`src/rtl/mux_8x1_rr.sv`:
```
// Round-robin 8-to-1 valid/ready collector with a registered single-entry output.
// Each output word carries its 3-bit source lane index for a downstream demux.
module mux_8x1_rr #(
  parameter int unsigned W = 1
) (
  input  logic           clk,
  input  logic           rst,
  input  logic [8*W-1:0] in_data,
  input  logic [7:0]     in_valid,
  output logic [7:0]     in_ready,
  output logic [W-1:0]   out_data,
  output logic [2:0]     out_sel,
  output logic           out_valid,
  input  logic           out_ready
);

  localparam int unsigned LANES = 8;
  localparam int unsigned SEL_W = 3;

  logic [SEL_W-1:0] ptr;
  logic [SEL_W-1:0] grant_idx;
  logic [SEL_W-1:0] cand;
  logic             grant_found;
  logic             load_en;
  logic [W-1:0]     lane_data [LANES];

  // Unpack the flat lane bus.
  always_comb begin
    for (int i = 0; i < 8; i++) begin
      lane_data[i] = in_data[i*W +: W];
    end
  end

  // Circular search from ptr; scanning downward leaves the nearest lane as the winner.
  always_comb begin
    grant_found = 1'b0;
    grant_idx   = '0;
    cand        = '0;
    for (int k = 7; k >= 0; k--) begin
      cand = ptr + SEL_W'(k);
      if (in_valid[cand]) begin
        grant_found = 1'b1;
        grant_idx   = cand;
      end
    end
  end

  assign load_en  = !rst && (!out_valid || out_ready);
  assign in_ready = (load_en && grant_found) ? (8'b1 << grant_idx) : 8'b0;

  // Output register and priority pointer; drain and reload share one edge.
  always_ff @(posedge clk) begin
    if (rst) begin
      out_data  <= '0;
      out_sel   <= '0;
      out_valid <= 1'b0;
      ptr       <= '0;
    end else if (load_en) begin
      if (grant_found) begin
        out_data  <= lane_data[grant_idx];
        out_sel   <= grant_idx;
        out_valid <= 1'b1;
        ptr       <= grant_idx + SEL_W'(1);
      end else begin
        out_valid <= 1'b0;
      end
    end
  end

endmodule
```
`config.mk`:
```
export PLATFORM = sky130hd
export DESIGN_NAME = mux_8x1_rr
export DESIGN_NICKNAME = d
export VERILOG_FILES = /design/src/rtl/mux_8x1_rr.sv
export SDC_FILE = /design/constraint.sdc
export NUM_CORES = 1
export LEC_CHECK = 0
export CAP_MARGIN = 5
export CORE_MARGIN = 8
export CORE_UTILIZATION = 35
export DETAILED_ROUTE_END_ITERATION = 12
export PLACE_DENSITY = 0.63
export SYNTH_ARGS = -nofsm -noshare
export SYNTH_HDL_FRONTEND = slang
export SYNTH_SLANG_ARGS = --single-unit
```
`constraint.sdc`:
```
create_clock -name clk -period 4.05 [get_ports clk]
set_clock_uncertainty 0.1 [all_clocks]
set_input_delay 0.81 -clock clk [delete_from_list [all_inputs] [get_ports clk]]
set_output_delay 0.81 -clock clk [all_outputs]
set_load 0.02 [all_outputs]
```
Yosys cells after proc, flatten, opt, wreduce, memory -nomap -nowiden
Index checks and enable logic that the tools add are counted.
Cells by class
  add/sub/neg operators: 8
  $lt $le $gt $ge: 9
  shift-type cells: 1
  mux-type cells: 37
  bitwise gates (word level): 1
  reduce and logical (&&, ||, !) cells: 6
Operators by type and width (count)
  3-bit by 4-bit < comparator with 1-bit output, second input constant: 8
  1-bit binary-select mux with 3-bit select: 9
  3-bit 2-to-1 mux: 8
  1-bit 2-to-1 mux: 19
  3-bit adder, second input constant: 4
  8-bit 2-to-1 mux: 1
  1-bit by 3-bit << shifter with 8-bit output, first input constant: 1
  3-bit by 1-bit adder with 3-bit output, second input constant: 2
  3-bit by 2-bit adder with 3-bit output, second input constant: 2
  4-bit greater-or-equal comparator, second input constant: 1
  3-bit NOT with 4-bit output: 1
  1-bit logical AND: 2
  1-bit zero test: 2
  2-bit AND reduction: 1
  1-bit logical OR: 1
Storage, ports and cells
  flip-flop bits (word level): 8
  bits of input ports: 19
  output and inout bits: 13

Logic depth before layout (Yosys ltp)
Gate-level depths: netlist of run 1.
  word-level depth: 15
  gate-level depth with buffers: 16

Worst setup path before layout of run 1
OpenSTA, ideal clock, no wires.
  path type: reg-to-output
  start: register ptr[1]
  end: output in_ready[1]
  arrival: 3096 ps
  required time: 3140 ps
  slack: 44 ps
  stages on the path, launching flop included: 14
  path through: dfxtp_1 -> clkbuf_1 -> inv_2 -> ha_1 -> buf_4 -> mux2i_1 -> mux4_2 -> nand2_1 -> a21oi_1 -> and3b_1 -> nor3b_2 -> buf_2 -> nand2_1 -> nor2_1
On the way
  cells in the longest elaborated chain, start to end: 13
Ends and longest elaborated chain
  from (decl): RTL line 20  | logic [SEL_W-1:0] ptr;
  from (signal assigned): RTL line 63  | ptr <= grant_idx + SEL_W'(1);
  3-bit adder: RTL line 40  | cand = ptr + SEL_W'(k);
  1-bit binary-select mux with 3-bit select: RTL line 41  | if (in_valid[cand]) begin
  1-bit 2-to-1 mux (implied by the code): RTL line 41
  3-bit 2-to-1 mux / 1-bit 2-to-1 mux (equally long branches) (8 in series): RTL line 41
  1-bit by 3-bit << shifter with 8-bit output / 1-bit logical AND (equally long branches): RTL line 49  | assign in_ready = (load_en && grant_found) ? (8'b1 << grant_idx) : 8'b0;
  8-bit 2-to-1 mux *: RTL line 49
  to (decl): RTL line 10  | output logic [7:0] in_ready,
Mark *: on every way between the ends. The rest lies on a longest branch, timed or not. The select of a mux whose other input is x is not followed.

Worst setup path in the final report of run 1
  start: input in_valid[6]
  end: output in_ready[3]
On the way
  cells in the longest elaborated chain, start to end: 12
Ends and longest elaborated chain
  from (decl): RTL line 9  | input logic [7:0] in_valid,
  1-bit binary-select mux with 3-bit select: RTL line 41
  1-bit 2-to-1 mux (implied by the code): RTL line 41
  3-bit 2-to-1 mux / 1-bit 2-to-1 mux (equally long branches) (8 in series): RTL line 41
  1-bit by 3-bit << shifter with 8-bit output / 1-bit logical AND (equally long branches): RTL line 49
  8-bit 2-to-1 mux *: RTL line 49
Marks and branches as above.

==> tab_implementation.tex, run 1 <==
\begin{tabular}{lr}
\hline
Metric & Value \\
\hline
\multicolumn{2}{l}{\textbf{Outcome}} \\
Status & complete, no violations \\
\multicolumn{2}{l}{\textbf{Floorplan}} \\
Initial standard-cell utilization of the core & $\sim$36\% \\
Std-Cell Core Area & 4030 um2 \\
Count of standard-cell rows & 23 \\
Die span in x & roughly 81 um \\
Total die area & 6520 um2 \\
Y dimension of the die & 80.7 um \\
\# IOs & 32 \\
\multicolumn{2}{l}{\textbf{Routing}} \\
Via count & between 1500 and 2000 \\
Final routed DRC violation total & 0 \\
Drt first-iter violations & 79 \\
WL per Instance & between 15 and 20 um \\
Post-route antenna net violation count & 0 \\
Detail-routed via count per cell & 5.68 \\
DR pass1 iterations & 4 \\
Total length of routed wires & a little under 5000 um \\
\multicolumn{2}{l}{\textbf{Global routing}} \\
Maximum number of pins on one net before global-route repair & 17 \\
Global route total overflow & 0 \\
Via count of the first global-routing pass & about 1600 \\
Wire length of the first global-routing pass & 7760 um \\
Initial antenna violation count & 0 \\
Gr usage total & between 10 and 15\% \\
\multicolumn{2}{l}{\textbf{Hold path}} \\
Hold-critical path depth & 2 \\
Class of the most critical hold timing path & register to register \\
WHS Endpoint & out\_sel[2] \\
Startpoint of the tightest hold check path & out\_sel[2] \\
\multicolumn{2}{l}{\textbf{Clock network}} \\
TritonCTS clock tree & built \\
Sink Count & 8 \\
Number of hold-repair buffers added at the cts stage & 0 \\
Insertion delay of the later-clocked pin in the worst-skew pair & $\sim$0.24 ns \\
CTS root buffer & sky130\_fd\_sc\_hd\_\_clkbuf\_8 \\
Clk slew on worst S/H paths & 0.04 ns \\
H-tree depth & 1 \\
Number of buffers created by CTS & 3 \\
Buffers from clock root to sink, at most & 2 \\
\multicolumn{2}{l}{\textbf{Timing}} \\
Timing-limited maximum frequency & 250 MHz \\
Fin. Hold Viols & 0 \\
Slew @ Worst Pin & 0.727 ns \\
Relative max-transition margin & 51.2\% \\
RSZ-0062 raised after global routing & false \\
Shortest clock period the worst path allows after layout & 4.00 ns \\
Final number of setup-violating endpoints & 0 \\
Portion of the clock cycle consumed by the worst path in the final layout & 98.7\% \\
Max-slew violation count & 0 \\
\multicolumn{2}{l}{\textbf{Power and ir drop}} \\
Overall power after layout & 0.00219 W \\
Cell leakage power & 0.914 nW \\
Worst ir drop on vdd & around 0.0005 V \\
PD cells & $\sim$1000 nW/um2 \\
\multicolumn{2}{l}{\textbf{Synthesis}} \\
Largest cells by area after synthesis & sky130\_fd\_sc\_hd\_\_mux4\_2 14\%, sky130\_fd\_sc\_hd\_\_dfxtp\_1 11\%, sky130\_fd\_sc\_hd\_\_mux2i\_1 7.5\%, sky130\_fd\_sc\_hd\_\_nor2\_1 3.8\%, sky130\_fd\_sc\_hd\_\_ha\_1 3.4\% \\
Flip-flop and latch count after synthesis & 8 \\
Number of distinct library cell variants in the gate-level netlist after synthesis & between 50 and 60 \\
Fraction of registers with async set or reset after synthesis & 0\% \\
Most numerous cell types in the synthesized netlist & 15 x sky130\_fd\_sc\_hd\_\_nor2\_1, 11 x sky130\_fd\_sc\_hd\_\_mux2i\_1, 10 x sky130\_fd\_sc\_hd\_\_nand2\_1 \\
Largest area contributor in the netlist & sky130\_fd\_sc\_hd\_\_mux4\_2 \\
Most numerous cell in the Yosys netlist & sky130\_fd\_sc\_hd\_\_nor2\_1 \\
Avg Cell Area, Syn & 8.89 um2 \\
Number of flops mapped to enable cells by yosys & 0 \\
Primary flip-flop cell chosen by synthesis mapping & sky130\_fd\_sc\_hd\_\_dfxtp\_1 \\
Syn Std Cell Area & approximately 1500 um2 \\
Synthesized netlist cell count & 165 \\
Number of nets produced by synthesis & 188 \\
Sequential share of the synthesized area & 10.9\% \\
Area share of the leading cell type in the synthesized netlist & 13.8\% \\
Yosys warning total & 0 \\
\multicolumn{2}{l}{\textbf{Worst setup path}} \\
Reg-to-reg setup timing slack & around 0.94 ns \\
Category of the worst setup path capture point & output pin \\
Endpoint of the worst-slack reg-to-reg timing path & out\_data \\
Largest fanout of any net on the critical path & 6 \\
Req. time, crit path & 3.14 ns \\
Crit path kind & input pin to output pin \\
Data arrival time at the worst-slack endpoint & between 3 and 4 ns \\
Launch point of the worst reg-to-reg path & ptr[0] \\
R2R depth & 12 \\
Startpoint type of the worst setup path & input pin \\
\multicolumn{2}{l}{\textbf{Flow run}} \\
Number of violations of the max-capacitance limit & 0 \\
\multicolumn{2}{l}{\textbf{Finish}} \\
Final standard cell count with taps included and fillers excluded & 285 \\
Synthesis-to-layout area growth & 52.0\% \\
Net count of the finished layout & 260 \\
Total inserted antenna cells & 0 \\
Layout cell share with drive strength beyond 1 & a little under half \\
Filler cell count in the final layout & 386 \\
Final core utilization & between 50\% and 60\% \\
\multicolumn{2}{l}{\textbf{Place}} \\
Number of port buffers & 31 \\
Weighted congestion reported at the end of routability-driven placement & 0.887 \\
HPWL reported at the end of detailed placement & 3910 um \\
Total placed cells including tap cells & around 280 \\
\hline
\end{tabular}
-- critical path, stage by stage --
cell and delay [ns]:
sky130_fd_sc_hd__dlygate4sd2_1 0.31, sky130_fd_sc_hd__mux2i_1 0.14, sky130_fd_sc_hd__mux4_2 0.53, sky130_fd_sc_hd__o21a_1 0.23, sky130_fd_sc_hd__a2111oi_4 0.41, sky130_fd_sc_hd__a21o_2 0.16
sky130_fd_sc_hd__nor2_2 0.05, sky130_fd_sc_hd__ha_1 0.16, sky130_fd_sc_hd__and2_1 0.13, sky130_fd_sc_hd__buf_4 0.15
-- worst max path at each step --
| stage | endpoint | cells after the start | from | slack, ns |
|---|---|---|---|---|
| floorplan | in_ready[1] | 13 | ptr[1] | 0.04 |
| global placement | in_ready[7] | 11 | in_valid[6] | -0.65 |
| detailed placement | in_ready[3] | 11 | in_valid[6] | -0.70 |
| CTS | in_ready[3] | 11 | in_valid[7] | 0.006 |
| global route | in_ready[5] | 11 | in_valid[6] | 0.0003 |
| finish | in_ready[3] | 10 | in_valid[6] | 0.05 |
-- kinds of logic (layout without fill, tap and decap cells) --
logic type               after synthesis  in the layout  synth area share, %
AND/OR/NAND/NOR                       55             55                 19.4
XOR/XNOR                               4              4                 2.90
adder cells (fa/ha/maj)                4              4                 3.41
multiplexers                          29             29                 29.9
buffers and inverters                 18             88                 6.91
AO/OA/AOI/OAI                         47             47                 26.5
flip-flops                             8              8                 10.9
-- report_power, final --
| group | internal, W | switching [W] |
|---|---|---|
| sequential | 0.000106 | 0.0000156 |
| combinational | 0.000978 | 0.000986 |
| clock | 0.0000651 | 0.0000387 |
| total | 0.00115 | 0.00104 |
-- layer usage --
layer  routed length, um  global-route usage, %
met3                 187                   2.87
met1                2100                   18.0
met5                   0                      0
met4                  81                   6.07
met2                2440                   25.3
-- through the flow --
step | setup TNS (ns) | cell area [um2] | hold WS (ns) | worst slack, ns
5_1_grt | 0 | 2230 | 0.425 | 0.000256
6_report | 0 | 2230 | 0.379 | 0.0545
3_5_place_dp | -5.02 | 2100 | 0.377 | -0.700
2_1_floorplan | 0 | 1470 | 0.447 | 0.0444
3_3_place_gp | -4.50 | 2100 | 0.366 | -0.652
4_1_cts | 0 | 2190 | 0.388 | 0.00638
-- cells in the final DEF, fill, tap and decap left out, types with 7 or more instances in the layout --
cell,instances
sky130_fd_sc_hd__buf_4,48
sky130_fd_sc_hd__clkdlybuf4s50_1,15
sky130_fd_sc_hd__nor2_1,14
sky130_fd_sc_hd__nand2_1,10
sky130_fd_sc_hd__mux2i_1,9
sky130_fd_sc_hd__mux4_2,9
sky130_fd_sc_hd__dfxtp_1,8
sky130_fd_sc_hd__nand2b_1,7
sky130_fd_sc_hd__a21oi_1,7
-- timing repair --
item | 4_1_cts | 5_1_grt
setup buffers | 3 | 1
pin swaps | 3 | 4
setup endpoints to repair | 8 | 8
resized for setup | 53 | 22
-- cell type report --
type	count	area, um2	share of cell area (%)
multi-input cells	139	1310	58.6
repair buffers	78	632	28.3
flip-flops and latches	8	160	7.18
clock buffers	3	41.3	1.85
well taps	50	62.6	2.81
inverters	7	26.3	1.18
-- state kept, by name (all words and copies together), names as in the netlist --
register / count
out_sel: 3
out_data: 1
ptr: 3
out_valid: 1
Power figures use the tool's default switching activity.
==> run 2, diff against run 1 <==
--- a/config.mk
+++ b/config.mk
@@ -13,3 +13,4 @@
 export SYNTH_ARGS = -nofsm -noshare
 export SYNTH_HDL_FRONTEND = slang
 export SYNTH_SLANG_ARGS = --single-unit
+export TNS_END_PERCENT = 100
==> results of run 2 <==
Final layout, timing and power as in run 1 (identical DEF).
==> run 3, diff against run 2 <==
--- a/config.mk
+++ b/config.mk
@@ -5,11 +5,13 @@
 export SDC_FILE = /design/constraint.sdc
 export NUM_CORES = 1
 export LEC_CHECK = 0
+export ABC_AREA = 1
 export CAP_MARGIN = 5
 export CORE_MARGIN = 8
 export CORE_UTILIZATION = 35
 export DETAILED_ROUTE_END_ITERATION = 12
-export PLACE_DENSITY = 0.63
+export GPL_ROUTABILITY_DRIVEN = 0
+export PLACE_DENSITY = 0.66
 export SYNTH_ARGS = -nofsm -noshare
 export SYNTH_HDL_FRONTEND = slang
 export SYNTH_SLANG_ARGS = --single-unit
==> run 3 against run 2 <==
Against the previous run: sequential share of layout area up 2.4 points; register-to-register slack better by 0.38 ns; routed wire length down 29%; utilization down 4.0 points; first-iteration DRC count up 59%; fmax up 7.3%; count of clock-buffer cells in the layout unchanged; critical path depth up 8; non-clock buffer count down 23; via count down 8.6%; critical path type unchanged; die area down 17%; area after synthesis down 21%.
==> tab_implementation.tex, run 3 <==
\begin{tabular}{lr}
\hline
Metric & Value \\
\hline
\multicolumn{2}{l}{\textbf{Finish}} \\
Most common cell after layout, fill and taps aside & sky130\_fd\_sc\_hd\_\_nand2\_1 (was sky130\_fd\_sc\_hd\_\_buf\_4) \\
Layout cell share with drive strength beyond 1 & 27.8\% (was 47.2\%) \\
Highest-count cells in the layout ignoring fill and taps & 65 x sky130\_fd\_sc\_hd\_\_nand2\_1, 37 x sky130\_fd\_sc\_hd\_\_nand3\_1, 24 x sky130\_fd\_sc\_hd\_\_buf\_4 (was 48 x sky130\_fd\_sc\_hd\_\_buf\_4, 15 x sky130\_fd\_sc\_hd\_\_clkdlybuf4s50\_1, 14 x sky130\_fd\_sc\_hd\_\_nor2\_1) \\
Net count of the finished layout & 284 (was 260) \\
Largest regs & out\_sel (3), ptr (3) (unchanged) \\
Synthesis-to-layout area growth & 43.7\% (was 52.0\%) \\
Filler cell count in the final layout & 363 (was 386) \\
Total inserted antenna cells & 0 (unchanged) \\
\multicolumn{2}{l}{\textbf{Routing}} \\
Detail-routed via count per cell & 4.85 (was 5.68) \\
Post-route antenna net violation count & 0 (unchanged) \\
DR pass1 iterations & 4 (unchanged) \\
Total length of routed wires & 3400 um (was 4810 um) \\
Via count & 1480 (was 1620) \\
WL per Instance & 11.2 um (was 16.9 um) \\
Drt first-iter violations & 126 (was 79) \\
Final routed DRC violation total & 0 (unchanged) \\
\multicolumn{2}{l}{\textbf{Synthesis}} \\
Largest area contributor in the netlist & sky130\_fd\_sc\_hd\_\_nand2\_1 (was sky130\_fd\_sc\_hd\_\_mux4\_2) \\
Synthesized netlist cell count & 205 (was 165) \\
Sequential share of the synthesized area & 13.7\% (was 10.9\%) \\
Number of distinct library cell variants in the gate-level netlist after synthesis & 22 (was 55) \\
Primary flip-flop cell chosen by synthesis mapping & sky130\_fd\_sc\_hd\_\_dfxtp\_1 (unchanged) \\
Most numerous cell types in the synthesized netlist & 65 x sky130\_fd\_sc\_hd\_\_nand2\_1, 37 x sky130\_fd\_sc\_hd\_\_nand3\_1, 17 x sky130\_fd\_sc\_hd\_\_inv\_1 (was 15 x sky130\_fd\_sc\_hd\_\_nor2\_1, 11 x sky130\_fd\_sc\_hd\_\_mux2i\_1, 10 x sky130\_fd\_sc\_hd\_\_nand2\_1) \\
Avg Cell Area, Syn & 5.68 um2 (was 8.89 um2) \\
Largest cells by area after synthesis & sky130\_fd\_sc\_hd\_\_nand2\_1 21\%, sky130\_fd\_sc\_hd\_\_nand3\_1 16\%, sky130\_fd\_sc\_hd\_\_dfxtp\_1 14\%, sky130\_fd\_sc\_hd\_\_nand2\_2 8.1\%, sky130\_fd\_sc\_hd\_\_inv\_1 5.5\% (was sky130\_fd\_sc\_hd\_\_mux4\_2 14\%, sky130\_fd\_sc\_hd\_\_dfxtp\_1 11\%, sky130\_fd\_sc\_hd\_\_mux2i\_1 7.5\%, sky130\_fd\_sc\_hd\_\_nor2\_1 3.8\%, sky130\_fd\_sc\_hd\_\_ha\_1 3.4\%) \\
Syn Std Cell Area & 1160 um2 (was 1470 um2) \\
Area share of the leading cell type in the synthesized netlist & 20.9\% (was 13.8\%) \\
Number of flops mapped to enable cells by yosys & 0 (unchanged) \\
Number of nets produced by synthesis & 228 (was 188) \\
Most numerous cell in the Yosys netlist & sky130\_fd\_sc\_hd\_\_nand2\_1 (was sky130\_fd\_sc\_hd\_\_nor2\_1) \\
Fraction of registers with async set or reset after synthesis & 0\% (unchanged) \\
Yosys warning total & 0 (unchanged) \\
Flip-flop and latch count after synthesis & 8 (unchanged) \\
\multicolumn{2}{l}{\textbf{Global routing}} \\
Wire length of the first global-routing pass & 5800 um (was 7760 um) \\
Gr usage total & 13.0\% (was 14.9\%) \\
Met3 Resource Use GR & 1.91\% (was 2.87\%) \\
Busiest grt layer & met2 (unchanged) \\
Via count of the first global-routing pass & 1422 (was 1595) \\
GR met2 Demand/Resource & 22.7\% (was 25.3\%) \\
Global routing met1 resource utilization & 15.7\% (was 18.0\%) \\
Maximum number of pins on one net before global-route repair & 13 (was 17) \\
Global route total overflow & 0 (unchanged) \\
Initial antenna violation count & 0 (unchanged) \\
\multicolumn{2}{l}{\textbf{Clock network}} \\
H-tree depth & 1 (unchanged) \\
Buffers from clock root to sink, at most & 2 (unchanged) \\
Number of buffers created by CTS & 3 (unchanged) \\
Clk slew on worst S/H paths & 0.05 ns (was 0.04 ns) \\
Number of hold-repair buffers added at the cts stage & 0 (unchanged) \\
CTS root buffer & sky130\_fd\_sc\_hd\_\_clkbuf\_4 (was sky130\_fd\_sc\_hd\_\_clkbuf\_8) \\
Number of setup buffers added after CTS & 0 (was 3) \\
TritonCTS clock tree & built (unchanged) \\
Sink Count & 8 (unchanged) \\
Insertion delay of the later-clocked pin in the worst-skew pair & 0.25 ns (was 0.24 ns) \\
\multicolumn{2}{l}{\textbf{Hold path}} \\
Class of the most critical hold timing path & register to register (unchanged) \\
\multicolumn{2}{l}{\textbf{Timing}} \\
Max-slew violation count & 0 (unchanged) \\
Relative max-transition margin & 75.7\% (was 51.2\%) \\
Setup total negative slack & 0 ns (unchanged) \\
Portion of the clock cycle consumed by the worst path in the final layout & 91.9\% (was 98.7\%) \\
Final number of setup-violating endpoints & 0 (unchanged) \\
Shortest clock period the worst path allows after layout & 3.72 ns (was 4.00 ns) \\
Fin. Hold Viols & 0 (unchanged) \\
RSZ-0062 raised after global routing & false (unchanged) \\
Slew @ Worst Pin & 0.363 ns (was 0.727 ns) \\
Timing-limited maximum frequency & 269 MHz (was 250 MHz) \\
\multicolumn{2}{l}{\textbf{Worst setup path}} \\
Endpoint of the worst-slack reg-to-reg timing path & ptr[2] (was out\_data) \\
Data arrival time at the worst-slack endpoint & 2.81 ns (was 3.09 ns) \\
Reg-to-reg setup timing slack & 1.32 ns (was 0.94 ns) \\
Startpoint type of the worst setup path & input pin (unchanged) \\
Largest fanout of any net on the critical path & 4 (was 6) \\
R2R depth & 19 (was 12) \\
Launch point of the worst reg-to-reg path & ptr[0] (unchanged) \\
Category of the worst setup path capture point & output pin (unchanged) \\
Capturing instance or port of the critical path & in\_ready[4] (was in\_ready[3]) \\
Crit path kind & input pin to output pin (unchanged) \\
Req. time, crit path & 3.14 ns (about the same) \\
Startpoint of the worst setup timing path & in\_valid[5] (was in\_valid[6]) \\
\multicolumn{2}{l}{\textbf{Flow run}} \\
Number of violations of the max-capacitance limit & 0 (unchanged) \\
\multicolumn{2}{l}{\textbf{Place}} \\
Number of port buffers & 31 (unchanged) \\
HPWL reported at the end of detailed placement & 2860 um (was 3910 um) \\
\multicolumn{2}{l}{\textbf{Floorplan}} \\
Die span in x & 73.7 um (was 80.7 um) \\
Y dimension of the die & 73.7 um (was 80.7 um) \\
Count of standard-cell rows & 21 (was 23) \\
Total die area & 5430 um2 (was 6520 um2) \\
Std-Cell Core Area & 3260 um2 (was 4030 um2) \\
Initial standard-cell utilization of the core & 35.8\% (was 36.4\%) \\
\# IOs & 32 (unchanged) \\
\multicolumn{2}{l}{\textbf{Outcome}} \\
Status & complete, no violations (unchanged) \\
\hline
\end{tabular}
run 3: routing by layer:
layer / share of wire [%] / vias to the layer above / routed length, um
met5: 0 / - / 0
met4: 1.1 / 0 / 38
met3: 4.0 / 5 / 137
met1: 47 / 662 / 1600
li1: - / 768 / -
met2: 48 / 45 / 1630
run 3: area by class of cell:
class	instances	area [um2]	share of cell area, %
clock buffers	3	22.5	1.35
inverters	26	97.6	5.83
multi-input cells	167	886	52.9
flip-flops and latches	8	160	9.57
well taps	46	57.6	3.44
repair buffers	55	450	26.9
run 3: what timing repair did:
action / CTS / global route
gates resized for setup: 9 / 17
cloned: 0 / 0
endpoints found under the setup margin: 8 / 8
run 3: metrics by stage:
stage	instances	setup slack [ns]	utilization (%)	hold slack, ns	cell area, um2
2_1_floorplan	205	0.802	-	0.435	1160
5_1_grt	305	0.0611	51.4	0.411	1670
3_5_place_dp	302	-0.103	51.5	0.363	1680
6_report	305	0.327	51.4	0.368	1670
3_3_place_gp	302	-0.112	51.5	0.358	1680
4_1_cts	305	0.0989	52.1	0.375	1700
run 3: how the worst min path moves through the flow:
stage,from,endpoint,slack [ns],depth (start not counted)
2_1_floorplan,out_sel[0],out_sel[0],0.44,2
3_3_place_gp,out_sel[0],out_sel[0],0.36,2
3_5_place_dp,out_sel[0],out_sel[0],0.36,2
4_1_cts,out_sel[0],out_sel[0],0.37,2
5_1_grt,out_sel[0],out_sel[0],0.41,2
6_report,out_sel[0],out_sel[0],0.37,2
run 3: cell families (layout without fill, tap and decap cells):
group,Yosys count,count (layout),synth area share [%]
flops,8,8,13.7
compound gates,19,19,9.02
fa+ha+maj,4,4,4.30
xor+xnor,2,2,2.79
simple gates,142,142,58.8
buf+inv,30,84,11.4
run 3: worst max-delay path, cell delays in order:
cell and delay, ns:
sky130_fd_sc_hd__clkdlybuf4s50_1 0.50, sky130_fd_sc_hd__nand2_1 0.09, sky130_fd_sc_hd__nand3_1 0.14, sky130_fd_sc_hd__nand3_1 0.11, sky130_fd_sc_hd__nand2_1 0.07, sky130_fd_sc_hd__nand2_1 0.05
sky130_fd_sc_hd__nand2_1 0.06, sky130_fd_sc_hd__nand2_1 0.05, sky130_fd_sc_hd__nand2_1 0.05, sky130_fd_sc_hd__nand3_1 0.06, sky130_fd_sc_hd__nand2_1 0.07, sky130_fd_sc_hd__nand2_1 0.05
sky130_fd_sc_hd__nand2_1 0.07, sky130_fd_sc_hd__nand2_1 0.08, sky130_fd_sc_hd__nor2_1 0.15, sky130_fd_sc_hd__inv_1 0.10, sky130_fd_sc_hd__nor2_1 0.11, sky130_fd_sc_hd__clkbuf_2 0.19
Power of run 3 is not shown: default switching activity piles up to over one toggle a cycle in this logic, so the estimate is an artifact.
